**src/rtl/counter_pkg.sv**
```systemverilog
// Shared types and helpers for the bounded step counter family.
package counter_pkg;

  typedef enum logic {MODE_WRAP = 1'b0, MODE_SAT = 1'b1} count_mode_e;
  typedef enum logic {DIR_DOWN = 1'b0, DIR_UP = 1'b1} count_dir_e;

  // Highest value actually reachable from MIN_VAL in whole steps.
  function automatic int unsigned calc_last(input int unsigned min_val,
                                            input int unsigned max_val,
                                            input int unsigned step);
    return min_val + ((max_val - min_val) / step) * step;
  endfunction

endpackage

```
**src/rtl/bounded_step_next.sv**
```systemverilog
// Combinational next-value, boundary and load-validity logic for the counter.
module bounded_step_next
  import counter_pkg::*;
#(
  parameter int unsigned WIDTH   = 5,
  parameter int unsigned MIN_VAL = 0,
  parameter int unsigned MAX_VAL = 30,
  parameter int unsigned STEP    = 2
) (
  input  logic [WIDTH-1:0] count,
  input  logic             up_dn,
  input  logic             mode,
  input  logic [WIDTH-1:0] data_in,
  output logic [WIDTH-1:0] next_count,
  output logic             boundary_hit,
  output logic             load_valid
);

  localparam logic [WIDTH:0] MIN_W  = (WIDTH+1)'(MIN_VAL);
  localparam logic [WIDTH:0] MAX_W  = (WIDTH+1)'(MAX_VAL);
  localparam logic [WIDTH:0] STEP_W = (WIDTH+1)'(STEP);
  localparam logic [WIDTH:0] LAST_W = (WIDTH+1)'(calc_last(MIN_VAL, MAX_VAL, STEP));

  logic [WIDTH:0]   count_w;
  logic [WIDTH:0]   data_w;
  logic [WIDTH:0]   up_sum;
  logic [WIDTH:0]   load_off;
  logic [WIDTH-1:0] down_diff;
  logic             up_ok;
  logic             down_ok;
  logic             wrap;

  // One extra bit keeps count+STEP from overflowing before the bound check.
  always_comb begin
    count_w      = {1'b0, count};
    data_w       = {1'b0, data_in};
    up_sum       = count_w + STEP_W;
    down_diff    = count - STEP_W[WIDTH-1:0];
    up_ok        = (up_sum <= MAX_W);
    down_ok      = (count_w >= MIN_W + STEP_W);
    wrap         = (count_mode_e'(mode) == MODE_WRAP);
    next_count   = count;
    boundary_hit = 1'b0;

    if (count_dir_e'(up_dn) == DIR_UP) begin
      if (up_ok) begin
        next_count = up_sum[WIDTH-1:0];
      end else begin
        boundary_hit = 1'b1;
        if (wrap) next_count = MIN_W[WIDTH-1:0];
      end
    end else begin
      if (down_ok) begin
        next_count = down_diff;
      end else begin
        boundary_hit = 1'b1;
        if (wrap) next_count = LAST_W[WIDTH-1:0];
      end
    end

    // data_w+1 > MIN_W is data_w >= MIN_W without a constant compare when MIN_VAL is 0.
    load_off   = data_w - MIN_W;
    load_valid = (data_w + 1'b1 > MIN_W) && (data_w <= MAX_W) &&
                 (load_off % STEP_W == '0);
  end

endmodule

```
**src/rtl/bounded_step_counter.sv**
```systemverilog
// Up/down counter between programmable bounds with wrap/saturate, validated load and error flag.
module bounded_step_counter
  import counter_pkg::*;
#(
  parameter int unsigned WIDTH   = 5,
  parameter int unsigned MIN_VAL = 0,
  parameter int unsigned MAX_VAL = 30,
  parameter int unsigned STEP    = 2
) (
  input  logic             clk,
  input  logic             rst,
  input  logic             en,
  input  logic             up_dn,
  input  logic             mode,
  input  logic             load,
  input  logic [WIDTH-1:0] data_in,
  input  logic             clr_err,
  output logic [WIDTH-1:0] count,
  output logic             tc,
  output logic             load_err,
  output logic             err_flag
);

  localparam logic [WIDTH-1:0] MIN_CNT = WIDTH'(MIN_VAL);

  if (MIN_VAL >= MAX_VAL) begin : g_bad_range
    $error("bounded_step_counter: MIN_VAL must be below MAX_VAL");
  end
  if (STEP < 1 || STEP > MAX_VAL - MIN_VAL) begin : g_bad_step
    $error("bounded_step_counter: STEP must lie in 1..MAX_VAL-MIN_VAL");
  end
  if ((MAX_VAL >> WIDTH) != 0) begin : g_bad_width
    $error("bounded_step_counter: MAX_VAL does not fit in WIDTH bits");
  end

  logic [WIDTH-1:0] next_count;
  logic             boundary_hit;
  logic             load_valid;

  bounded_step_next #(
    .WIDTH  (WIDTH),
    .MIN_VAL(MIN_VAL),
    .MAX_VAL(MAX_VAL),
    .STEP   (STEP)
  ) u_next (
    .count       (count),
    .up_dn       (up_dn),
    .mode        (mode),
    .data_in     (data_in),
    .next_count  (next_count),
    .boundary_hit(boundary_hit),
    .load_valid  (load_valid)
  );

  // Priority rst > load > en; a rejected load setting err_flag beats clr_err.
  always_ff @(posedge clk) begin
    if (rst) begin
      count    <= MIN_CNT;
      tc       <= 1'b0;
      load_err <= 1'b0;
      err_flag <= 1'b0;
    end else begin
      tc       <= 1'b0;
      load_err <= 1'b0;
      if (load) begin
        if (load_valid) begin
          count <= data_in;
        end else begin
          count    <= MIN_CNT;
          load_err <= 1'b1;
        end
      end else if (en) begin
        count <= next_count;
        tc    <= boundary_hit;
      end
      if (load && !load_valid) err_flag <= 1'b1;
      else if (clr_err)        err_flag <= 1'b0;
    end
  end

endmodule

```
**config.mk**
```make
export PLATFORM = sky130hd
export DESIGN_NAME = bounded_step_counter
export DESIGN_NICKNAME = d
export VERILOG_FILES = /design/src/rtl/counter_pkg.sv /design/src/rtl/bounded_step_next.sv /design/src/rtl/bounded_step_counter.sv
export SDC_FILE = /design/constraint.sdc
export NUM_CORES = 1
export LEC_CHECK = 0
export CELL_PAD_IN_SITES_DETAIL_PLACEMENT = 1
export CELL_PAD_IN_SITES_GLOBAL_PLACEMENT = 2
export CORE_MARGIN = 1
export CORE_UTILIZATION = 23
export DETAILED_ROUTE_END_ITERATION = 10
export PLACE_DENSITY = 0.73
export REMOVE_ABC_BUFFERS = 1
export SLEW_MARGIN = 20
export SYNTH_ARGS = -nofsm -noshare
export SYNTH_HDL_FRONTEND = slang
export SYNTH_HIERARCHICAL = 1
export SYNTH_SLANG_ARGS = --single-unit
export TNS_END_PERCENT = 20
```
**constraint.sdc**
```tcl
create_clock -name clk -period 2.3 [get_ports clk]
set_input_delay 0.46 -clock clk [delete_from_list [all_inputs] [get_ports clk]]
set_output_delay 0.46 -clock clk [all_outputs]
set_load 0.02 [all_outputs]
```
Word-level counts from Yosys, hierarchy flattened
Cells that the tools add are included.

storage, ports and cells
  bits of input ports = 12
  bits in registers = 8

operators by class
  reductions and logical operators = 10
  multiplexer cells = 14
  $lt $le $gt $ge = 4
  add/sub/neg operators = 3
  equal/unequal tests = 2
  bitwise logic cells = 2

operators by type and width
  operator               number
  $mux W5                8
  $ne A4 B2 Y1 const B   2
  $add A5 B1 Y6 const B  1
  $add A5 B2 Y6 const B  1
  $gt A6 B1 Y1 const B   1
  $le A6 B5 Y1 const B   1
  $logic_not A6 Y1       1
  $mux W1                6
  $ge A5 B2 Y1 const B   1
  $le A5 B5 Y1 const B   1
  $sub A5 B2 Y5 const B  1
  $reduce_bool A2 Y1     2
  $logic_and A1 B1 Y1    3
  $reduce_and A3 Y1      1
  $reduce_or A3 Y1       1
  $not A1 Y1             2
  $reduce_or A2 Y1       1
  $logic_not A1 Y1       1

Longest topological paths before layout
Gate-level depths: netlist (run 1).

  depth in word-level cells = 7
  mapped depth = 8
  mapped depth without buffers = 8

By module
Netlist (run 1), hierarchy kept.

modules (own cells, without submodules)
  module                times used  area an instance (um^2)  cells an instance
  bounded_step_next     1           340.3                    52
  bounded_step_counter  1           339.1                    30

Worst setup path after synthesis (run 1)
No wires, ideal clock.

  path type = reg-to-reg
  start = reg count[1]
  end = reg count[2]
  period minus slack after synthesis = 2354 ps
  required time = 2214 ps
  data arrival time = 2269 ps
  path buffers = 0
  setup slack = -54 ps
  stages on the path, launching flop included = 9
  cells stage by stage = dfxtp_1 inv_1 ha_1 and3b_1 maj3_2 a32o_2 a221oi_2 mux2i_1 a211oi_1

on the way
  cells in the longest elaborated chain, start to end = 6

RTL lines
  item                    RTL line                    source
  start, declared         bounded_step_counter.sv:18  output logic [WIDTH-1:0] count,
  start signal, assigned  bounded_step_counter.sv:67  count <= data_in;
  start signal, assigned  bounded_step_counter.sv:73  count <= next_count;
  $add A5 B2 Y6           bounded_step_next.sv:37     up_sum = count_w + STEP_W;
  $le A6 B5 Y1            bounded_step_next.sv:39     up_ok = (up_sum <= MAX_W);
  $mux W5                 bounded_step_next.sv:46     if (up_ok) begin
  $mux W5 *               bounded_step_next.sv:45     if (count_dir_e'(up_dn) == DIR_UP) begin
  via next_count[2]       bounded_step_counter.sv:36  logic [WIDTH-1:0] next_count;
  $mux W5 *               bounded_step_counter.sv:72  end else if (en) begin
  $mux W5 *               bounded_step_counter.sv:65  if (load) begin

Mark *: on every way through the listed nets, which the timed path passes. The rest lies on a longest branch. The select of a mux whose other input is x is not followed.
A chain may end at the register's enable or synchronous reset.

Worst setup path in the final report (run 1)
  start = reg count[2]
  end = reg count[2]

Same word-level chain as after synthesis.

==> results of run 1 <==
## per-stage QoR
stage	cells	utilization, %	cell area, um^2	hold slack (ns)	setup WS, ns
6_report	136	34.7	966	0.458	0.141
2_1_floorplan	76	-	648	0.533	-0.0545
3_5_place_dp	133	33.4	930	0.451	0.0739
3_3_place_gp	133	33.4	930	0.436	0.0926
5_1_grt	136	34.7	966	0.482	0.0133
4_1_cts	136	34.2	952	0.465	0.0797
## metal layers
layer	track usage [%]	part of all wire (%)
met1	19.5	51
met2	21.8	46
met3	3.46	2.6
met4	3.14	0
met5	0	0
## report_power, final
| group | internal (uW) | switching [uW] | total, uW |
|---|---|---|---|
| Combinational | 88.5 | 82.8 | 171 |
| Sequential | 148 | 13.4 | 161 |
| Clock | 59.8 | 48.5 | 108 |
| Total | 296 | 145 | 440 |
## state kept, by name, indices dropped and copies added, names as in the netlist
signal    flops
load_err      1
tc            1
count         5
err_flag      1
## area by class of cell
type	instances	area share, %
Multi-Input combinational cell	62	49.6
Timing Repair Buffer	26	25.1
Sequential cell	8	16.6
Tap cell	31	4.02
Clock buffer	3	2.33
Inverter	6	2.33
## worst max path at each step
| stage | to | slack [ns] |
|---|---|---|
| floorplan | count[2] | -0.05 |
| finish | count[2] | 0.14 |
| CTS | count[2] | 0.08 |
| global route | count[2] | 0.01 |
| detailed placement | count[1] | 0.07 |
| global placement | count[1] | 0.09 |
## critical path, cell delays in order, from the launching register on
cell	delay [ns]
dfxtp_1	0.31
inv_1	0.14
ha_4	0.22
and3b_2	0.20
maj3_2	0.33
a32o_2	0.29
a221oi_2	0.24
mux2i_1	0.12
a211oi_1	0.23
## cell usage after synthesis, drive strengths merged (3+ instances only)
master	instances
dfxtp	8
a211oi	5
inv	6
nand3	4
clkbuf	5
a21oi	3
ha	3
nor3	3
nand2b	3
a21boi	5
o21ai	4
mux2i	5
nor2	4
## cell families after synthesis
family | count (synthesis) | share of synthesized area [%]
multiplexers | 5 | 7.37
flip-flops | 8 | 23.6
buffers and inverters | 12 | 7.92
XOR/XNOR | 1 | 1.29
AND/OR/NAND/NOR | 24 | 21.5
adder cells (fa/ha/maj) | 5 | 8.66
AO/OA/AOI/OAI | 27 | 29.7
==> summary.md, run 1 <==
- complete, no violations — result of the run
- 36 — Netlist cell types
- 19 — IO buf count
- 1 — number of cells traversed by the worst hold path
- 679 um^2 — synthesized cell area
- 0.000391 uW — leakage power
- 0 — residual overflow from global routing
- 1 — number of levels in the clock H-tree
- 24.4% — Initial Utilization
- dfxtp_1 — Primary FF master, synth
- 440 uW — power consumption
- 122 — Final #Nets
- dfxtp_1 — cell type with the highest aggregate area in the netlist
- 0 ns — setup_tns
- dfxtp_1 (24%), mux2i_1 (7.4%), a211oi_1 (5.5%) — Area contributors post-synth
- flip-flop — nature of the critical path startpoint
- 3 — largest fanout on the critical path
- 17.1% — layout cells sized above 1
- 0 — total of max-cap violations
- 0.344 mV — worst ir drop on vdd
- 160 um^2 — sequential standard cell area
- 2.33 ns — Critical Path AT
- 4 — number of detailed-routing iterations run before antenna repair
- 0 — number of antenna diodes
- err_flag — Endpoint, Worst Hold
- 1590 um — HPWL after detailed placement
- 56.4 um — DIE HEIGHT
- 0.448 ns — worst-margin pin slew
- 335 — Layout fillers
- 2060 um — WL final
- 5.23 — routed vias/inst
- 56.4 um — floorplan die width
- 2780 um^2 — CORE AREA
- 8 — synthesis-stage register bit count
- 42.2% — growth of design area from synthesis to finish
- 0 — final hold vios
- 711 — via count of the routed design
- 0.00817 ns — Worst Skew
- clkdlybuf4s50_1 (19), dfxtp_1 (8), buf_4 (7) — top library cells by usage in the layout, fill and taps aside
- 14.0% — overall fraction of global-route tracks in use
- no — setup repair after global routing missed its margin
- 479 um^2 — Multi-input gate area
- 0.26 ns — source-to-sink clock delay at the later pin of the worst-skew pair
- 0 — number of hold buffers added after CTS
- 14 — maximum number of pins on one net before global-route repair
- 0.796 — RePlAce Congestion
- 2.16 ns — final period demand of the worst path
- 8 — number of sinks driven by the clock tree
- reg2reg — Crit Path Category
- 0% — post-synthesis async set-or-reset flop share
- 717 — number of global-route vias before repair
- count[2] — worst reg2reg path startpoint
- flip-flop — Critical Path Sink Type
- 6 — Yosys Warn Count
- 8.29 um^2 — average footprint of a synthesized cell
- 3180 um^2 — die footprint
- 0 — initial antenna violation count
- clkbuf_4 — cell at the root of the clock tree
- 2.47 ns — endpoint required time on the critical path
- err_flag — worst min-delay path startpoint
- 23.6% — portion of synthesized cell area occupied by the leading cell type
- 0 — Final ANT Viol Nets
- 15.2 um — post-DR wirelength/cell
- 23.6% — Seq/Total Area, Yosys
- 3400 um — global-route wire length before repair
- count[2] — Critical path origin
- 93.9% — final critical-path share of the clock period
- 0.06 ns — CTS clk-pin slew, worst paths
- 19 — floorplan row count
- 0 — cells resized by post-CTS repair
- 0 — pins over their slew limit
- 20 — number of top-level pins
- done — TritonCTS clock tree
- 0 — number of enable-type register cells in the synthesized netlist
- count[2] — critical register-to-register path endpoint
- 0 — count of buffers added by post-CTS timing repair for setup
- reg2reg — class of the tightest hold or removal check
- clkdlybuf4s50_1 — most frequent standard cell in the layout excluding fill and tap cells
- 8 — path depth of the worst reg2reg path
- 0 — Post-route DRC
- 70.1% — worst max-slew margin expressed relative to the limit
- 456 nW/um^2 — total power density per cell area
- 463 MHz — FMAX
- 2 — clock buffer depth
- 0.14 ns — FF-to-FF setup slack
- 0 — setup violators final
- 82 — Cells after Synth
- 19 — initial drt markers
- 3 — TritonCTS buffer count
Note: power is estimated with default switching activity, not from simulation.
==> run 2: changes to the inputs <==
- CORE_MARGIN: 1 -> unset
- GPL_TIMING_DRIVEN: unset -> 0
==> run 2 against run 1 <==
  * Flip-flop and latch count is the same
  * Sequential power about the same
  * Worst setup slack worse by 0.037 ns
  * Die area stayed put
  * Clock power about the same
  * Via count shrank 4.2%
  * Hold slack lost 0.0029 ns
  * Clock-buffer cell count unchanged
  * Critical endpoint unchanged
  * Combinational power shrank 8%
  * Largest cell class unchanged
  * Highest routed layer unchanged
  * Core utilization fell by 1.0 points
  * Total power fell by 2.7%
  * Fmax is 1.7% lower
==> summary.md, run 2 (same netlist as run 1, synthesis figures left out) <==
- complete, no violations — result of the run
- 3420 um — global-route wire length before repair
- 0.000377 uW — leakage power
- 0 — number of hold buffers added after CTS
- met3 — top routing layer used
- 2.46 ns — endpoint required time on the critical path
- 0 — residual overflow from global routing
- 0 — Post-route DRC
- 0 — total of max-cap violations
- 2.20 ns — final period demand of the worst path
- 15.0% — layout cells sized above 1
- 1 — number of levels in the clock H-tree
- 2780 um^2 — CORE AREA
- 4 — number of detailed-routing iterations run before antenna repair
- 1970 um — WL final
- 0 — setup violators final
- count — Biggest register
- 0.736 — RePlAce Congestion
- 15 — initial drt markers
- flip-flop — nature of the critical path startpoint
- 694 — number of global-route vias before repair
- 2 — clock buffer depth
- 0.06 ns — CTS clk-pin slew, worst paths
- 6 — largest fanout on the critical path
- clkdlybuf4s50_1 — most frequent standard cell in the layout excluding fill and tap cells
- 941 um — Met2 Wirelength
- 457 nW/um^2 — total power density per cell area
- 0.478 ns — worst-margin pin slew
- 68.1% — worst max-slew margin expressed relative to the limit
- 3180 um^2 — die footprint
- 95.5% — final critical-path share of the clock period
- 0.10 ns — FF-to-FF setup slack
- 15.1 um — post-DR wirelength/cell
- 0 — pins over their slew limit
- 37.9% — growth of design area from synthesis to finish
- 13.6% — overall fraction of global-route tracks in use
- 20 — number of top-level pins
- 117 — Final #Nets
- reg2reg — class of the tightest hold or removal check
- 24.4% — Initial Utilization
- 5 — flip-flop count of the largest register after layout
- 455 MHz — FMAX
- 2.35 ns — Critical Path AT
- 0 — number of antenna diodes
- 19 — floorplan row count
- 56.4 um — DIE HEIGHT
- 8 — number of sinks driven by the clock tree
- 0.00974 ns — Worst Skew
- 1440 um — HPWL after detailed placement
- 429 uW — power consumption
- 0 — initial antenna violation count
- 56.4 um — floorplan die width
- clkbuf_4 — cell at the root of the clock tree
- 19 — IO buf count
- no — setup repair after global routing missed its margin
- 877 um^2 — cell area after placement
- 14 — maximum number of pins on one net before global-route repair
- 57 um — DR WL met3
- 0 — Final ANT Viol Nets
- 0.26 ns — source-to-sink clock delay at the later pin of the worst-skew pair
- 0.421 mV — worst ir drop on vdd
- 974 um — DRT met1 WL
- 937 um^2 — final instance area
- reg2reg — Crit Path Category
- 5.20 — routed vias/inst
- 681 — via count of the routed design
- done — TritonCTS clock tree
- clkdlybuf4s50_1 (18), dfxtp_1 (6) — top library cells by usage in the layout, fill and taps aside
- 0 — final hold vios
- 3 — TritonCTS buffer count
- flip-flop — Critical Path Sink Type
## run 2: final cells by class
class                           instances  area [um^2]
Clock buffer                            3         22.5
Multi-Input combinational cell         62          478
Timing Repair Buffer                   21          208
Fill cell                             333         1840
Sequential cell                         8          168
Inverter                                6         22.5
Tap cell                               31         38.8
## run 2: report_power, final
| group | total [uW] | switching, uW | internal, uW |
|---|---|---|---|
| Combinational | 158 | 77.6 | 80.4 |
| Clock | 108 | 48.2 | 59.7 |
| Sequential | 163 | 15.5 | 147 |
| Total | 429 | 141 | 287 |
## run 2: worst paths after layout
check,depth (start not counted),from,end
setup / recovery,8,count[2],count[2]
hold / removal,1,err_flag,err_flag
setup reg to reg,8,count[2],count[2]
hold reg to reg,1,err_flag,err_flag
## run 2: metal layers
| metal | vias up | GRT usage [%] |
|---|---|---|
| met4 | 0 | 1.05 |
| li1 | 344 | - |
| met2 | 13 | 22.1 |
| met1 | 324 | 18.9 |
| met3 | 0 | 3.46 |
| met5 | - | 0 |
## run 2: worst max-delay path, cell delays in order (launching register included)
cell and delay [ns]:
dfxtp_4 0.37, inv_2 0.09, ha_4 0.21, and3b_1 0.19, maj3_2 0.37, a32o_2 0.30, a221oi_2 0.21, mux2i_1 0.10
a211oi_1 0.26
## run 2: timing repair
item | CTS | global route
setup endpoints to repair | 3 | 3
pin swaps | 2 | 2
gates resized for setup | 4 | 3
setup buffers | 1 | 1
## run 2: metrics by stage
| step | hold slack (ns) | cells | setup TNS [ns] | util, % | worst slack, ns |
|---|---|---|---|---|---|
| finish | 0.455 | 131 | 0 | 33.7 | 0.104 |
| global placement | 0.437 | 126 | -0.441 | 31.5 | -0.208 |
| detailed placement | 0.449 | 126 | -0.538 | 31.5 | -0.213 |
| floorplan | 0.533 | 76 | -0.0545 | - | -0.0545 |
| global route | 0.485 | 131 | 0 | 33.7 | 0.00939 |
| CTS | 0.461 | 130 | 0 | 32.9 | 0.00116 |
==> run 3: changes to the inputs <==
- SKIP_CTS_REPAIR_TIMING: unset -> 1
==> run 3 against run 2 <==
  * Fmax is 0.19% lower
  * Clock-buffer cell count did not move
  * First-iteration DRC count increased by 40%
  * Sequential power is essentially flat
  * Global-route usage shrank 0.14 points
  * Flip-flop and latch count is the same
  * Total power is 1.1% higher
  * Design area rose by 1.6%
  * Via count up 2.1%
  * Sequential share of layout area fell by 0.28 points
  * Core utilization increased by 0.54 points
  * Wire length rose by 0.96%
  * Critical path type unchanged
==> summary.md, run 3 (same netlist as run 1, synthesis figures left out) <==
- clkdlybuf4s50_1 — most frequent standard cell in the layout excluding fill and tap cells
- 0.26 ns — source-to-sink clock delay at the later pin of the worst-skew pair
- 56.4 um — DIE HEIGHT
- flip-flop — Critical Path Sink Type
- 1 — number of levels in the clock H-tree
- count — Biggest register
- 455 nW/um^2 — total power density per cell area
- clkdlybuf4s50_1 (18), dfxtp_1 (6) — top library cells by usage in the layout, fill and taps aside
- 3180 um^2 — die footprint
- complete, no violations — result of the run
- 3380 um — global-route wire length before repair
- 24.4% — Initial Utilization
- 0.736 — RePlAce Congestion
- 2 — clock buffer depth
- flip-flop — nature of the critical path startpoint
- clkbuf_4 — cell at the root of the clock tree
- 0 — pins over their slew limit
- reg2reg — Crit Path Category
- 0.06 ns — CTS clk-pin slew, worst paths
- 56.4 um — floorplan die width
- 15.0 um — post-DR wirelength/cell
- 37.0% — portion of total power attributed to combinational logic
- 143 uW — total net switching power
- 40.1% — growth of design area from synthesis to finish
- 454 MHz — FMAX
- 0 — number of antenna diodes
- -0.213 ns — placement-stage worst setup slack
- 1990 um — WL final
- reg2reg — class of the tightest hold or removal check
- no — setup repair after global routing missed its margin
- 0 — residual overflow from global routing
- 0 — Post-route DRC
- 0.455 ns — worst hold slack
- 0.0101 ns — Worst Skew
- done — TritonCTS clock tree
- 0 — initial antenna violation count
- 2.36 ns — Critical Path AT
- 13.5% — overall fraction of global-route tracks in use
- 19 — floorplan row count
- 119 — Final #Nets
- 14 — maximum number of pins on one net before global-route repair
- 7 — largest fanout on the critical path
- 21 — initial drt markers
- 1440 um — HPWL after detailed placement
- 24.9% — fraction of power consumed by the clock network
- 5.23 — routed vias/inst
- 68.4% — worst max-slew margin expressed relative to the limit
- 0.000387 uW — leakage power
- 683 — number of global-route vias before repair
- 2.20 ns — final period demand of the worst path
- 0.1 ns — FF-to-FF setup slack
- 0.437 mV — worst ir drop on vdd
- 8 — number of sinks driven by the clock tree
- 19 — IO buf count
- 0 — Final ANT Viol Nets
- 0.473 ns — worst-margin pin slew
- 0.0994 ns — worst setup slack after layout
- 16.7% — layout cells sized above 1
- 3 — TritonCTS buffer count
- 695 — via count of the routed design
- 4 — number of detailed-routing iterations run before antenna repair
- 38.1% — sequential share of power
- 291 uW — internal power summed over all cells
- 20 — number of top-level pins
- 5 — flip-flop count of the largest register after layout
- 0 — total of max-cap violations
- 2.46 ns — endpoint required time on the critical path
- 433 uW — power consumption
- 0 — final hold vios
- 2780 um^2 — CORE AREA
- 0 — setup violators final
- 32.9% — proportion of total power due to net switching
- 95.7% — final critical-path share of the clock period
## run 3: power groups by stage
stage | Clock (uW) | Combinational [uW] | Sequential (uW)
global placement | 0 | 144 | 168
global route | 120 | 178 | 167
detailed placement | 0 | 147 | 169
CTS | 113 | 148 | 167
finish | 108 | 160 | 165
floorplan | 0 | 75.7 | 173
## run 3: worst max-delay path, cell delays in order, from the launching register on
cell      delay (ns)
dfxtp_4         0.38
inv_1           0.09
ha_4            0.25
and3b_1         0.19
maj3_2          0.36
a32o_2          0.30
a221oi_2        0.21
mux2i_1         0.10
a211oi_1        0.23
## run 3: final timing paths
kind | startpoint | endpoint | depth (start not counted)
worst max-delay path | count[1] | count[2] | 8
worst min-delay path | err_flag | err_flag | 1
worst max register to register | count[1] | count[2] | 8
worst min register to register | err_flag | err_flag | 1
## run 3: per-layer routing
metal | part of all wire [%] | global-route usage [%] | up-vias
li1 | - | - | 344
met1 | 48 | 18.9 | 336
met2 | 47 | 21.6 | 15
met3 | 4.3 | 3.46 | 0
met4 | 0 | 1.05 | 0
met5 | 0 | 0 | -
## run 3: final cells by class
class	instances	area (um^2)
tap	31	38.8
clock buffer	3	22.5
multi-input combinational	62	478
inverter	6	22.5
fill	333	1830
timing repair buffer	23	223
sequential	8	168
## run 3: stage by stage
stage	instance area (um^2)	std cells	TNS, ns	utilization (%)
2_1_floorplan	648	76	-0.0545	-
3_3_place_gp	877	126	-0.441	31.5
3_5_place_dp	877	126	-0.538	31.5
4_1_cts	900	129	-0.556	32.3
5_1_grt	952	133	0	34.2
6_report	952	133	0	34.2
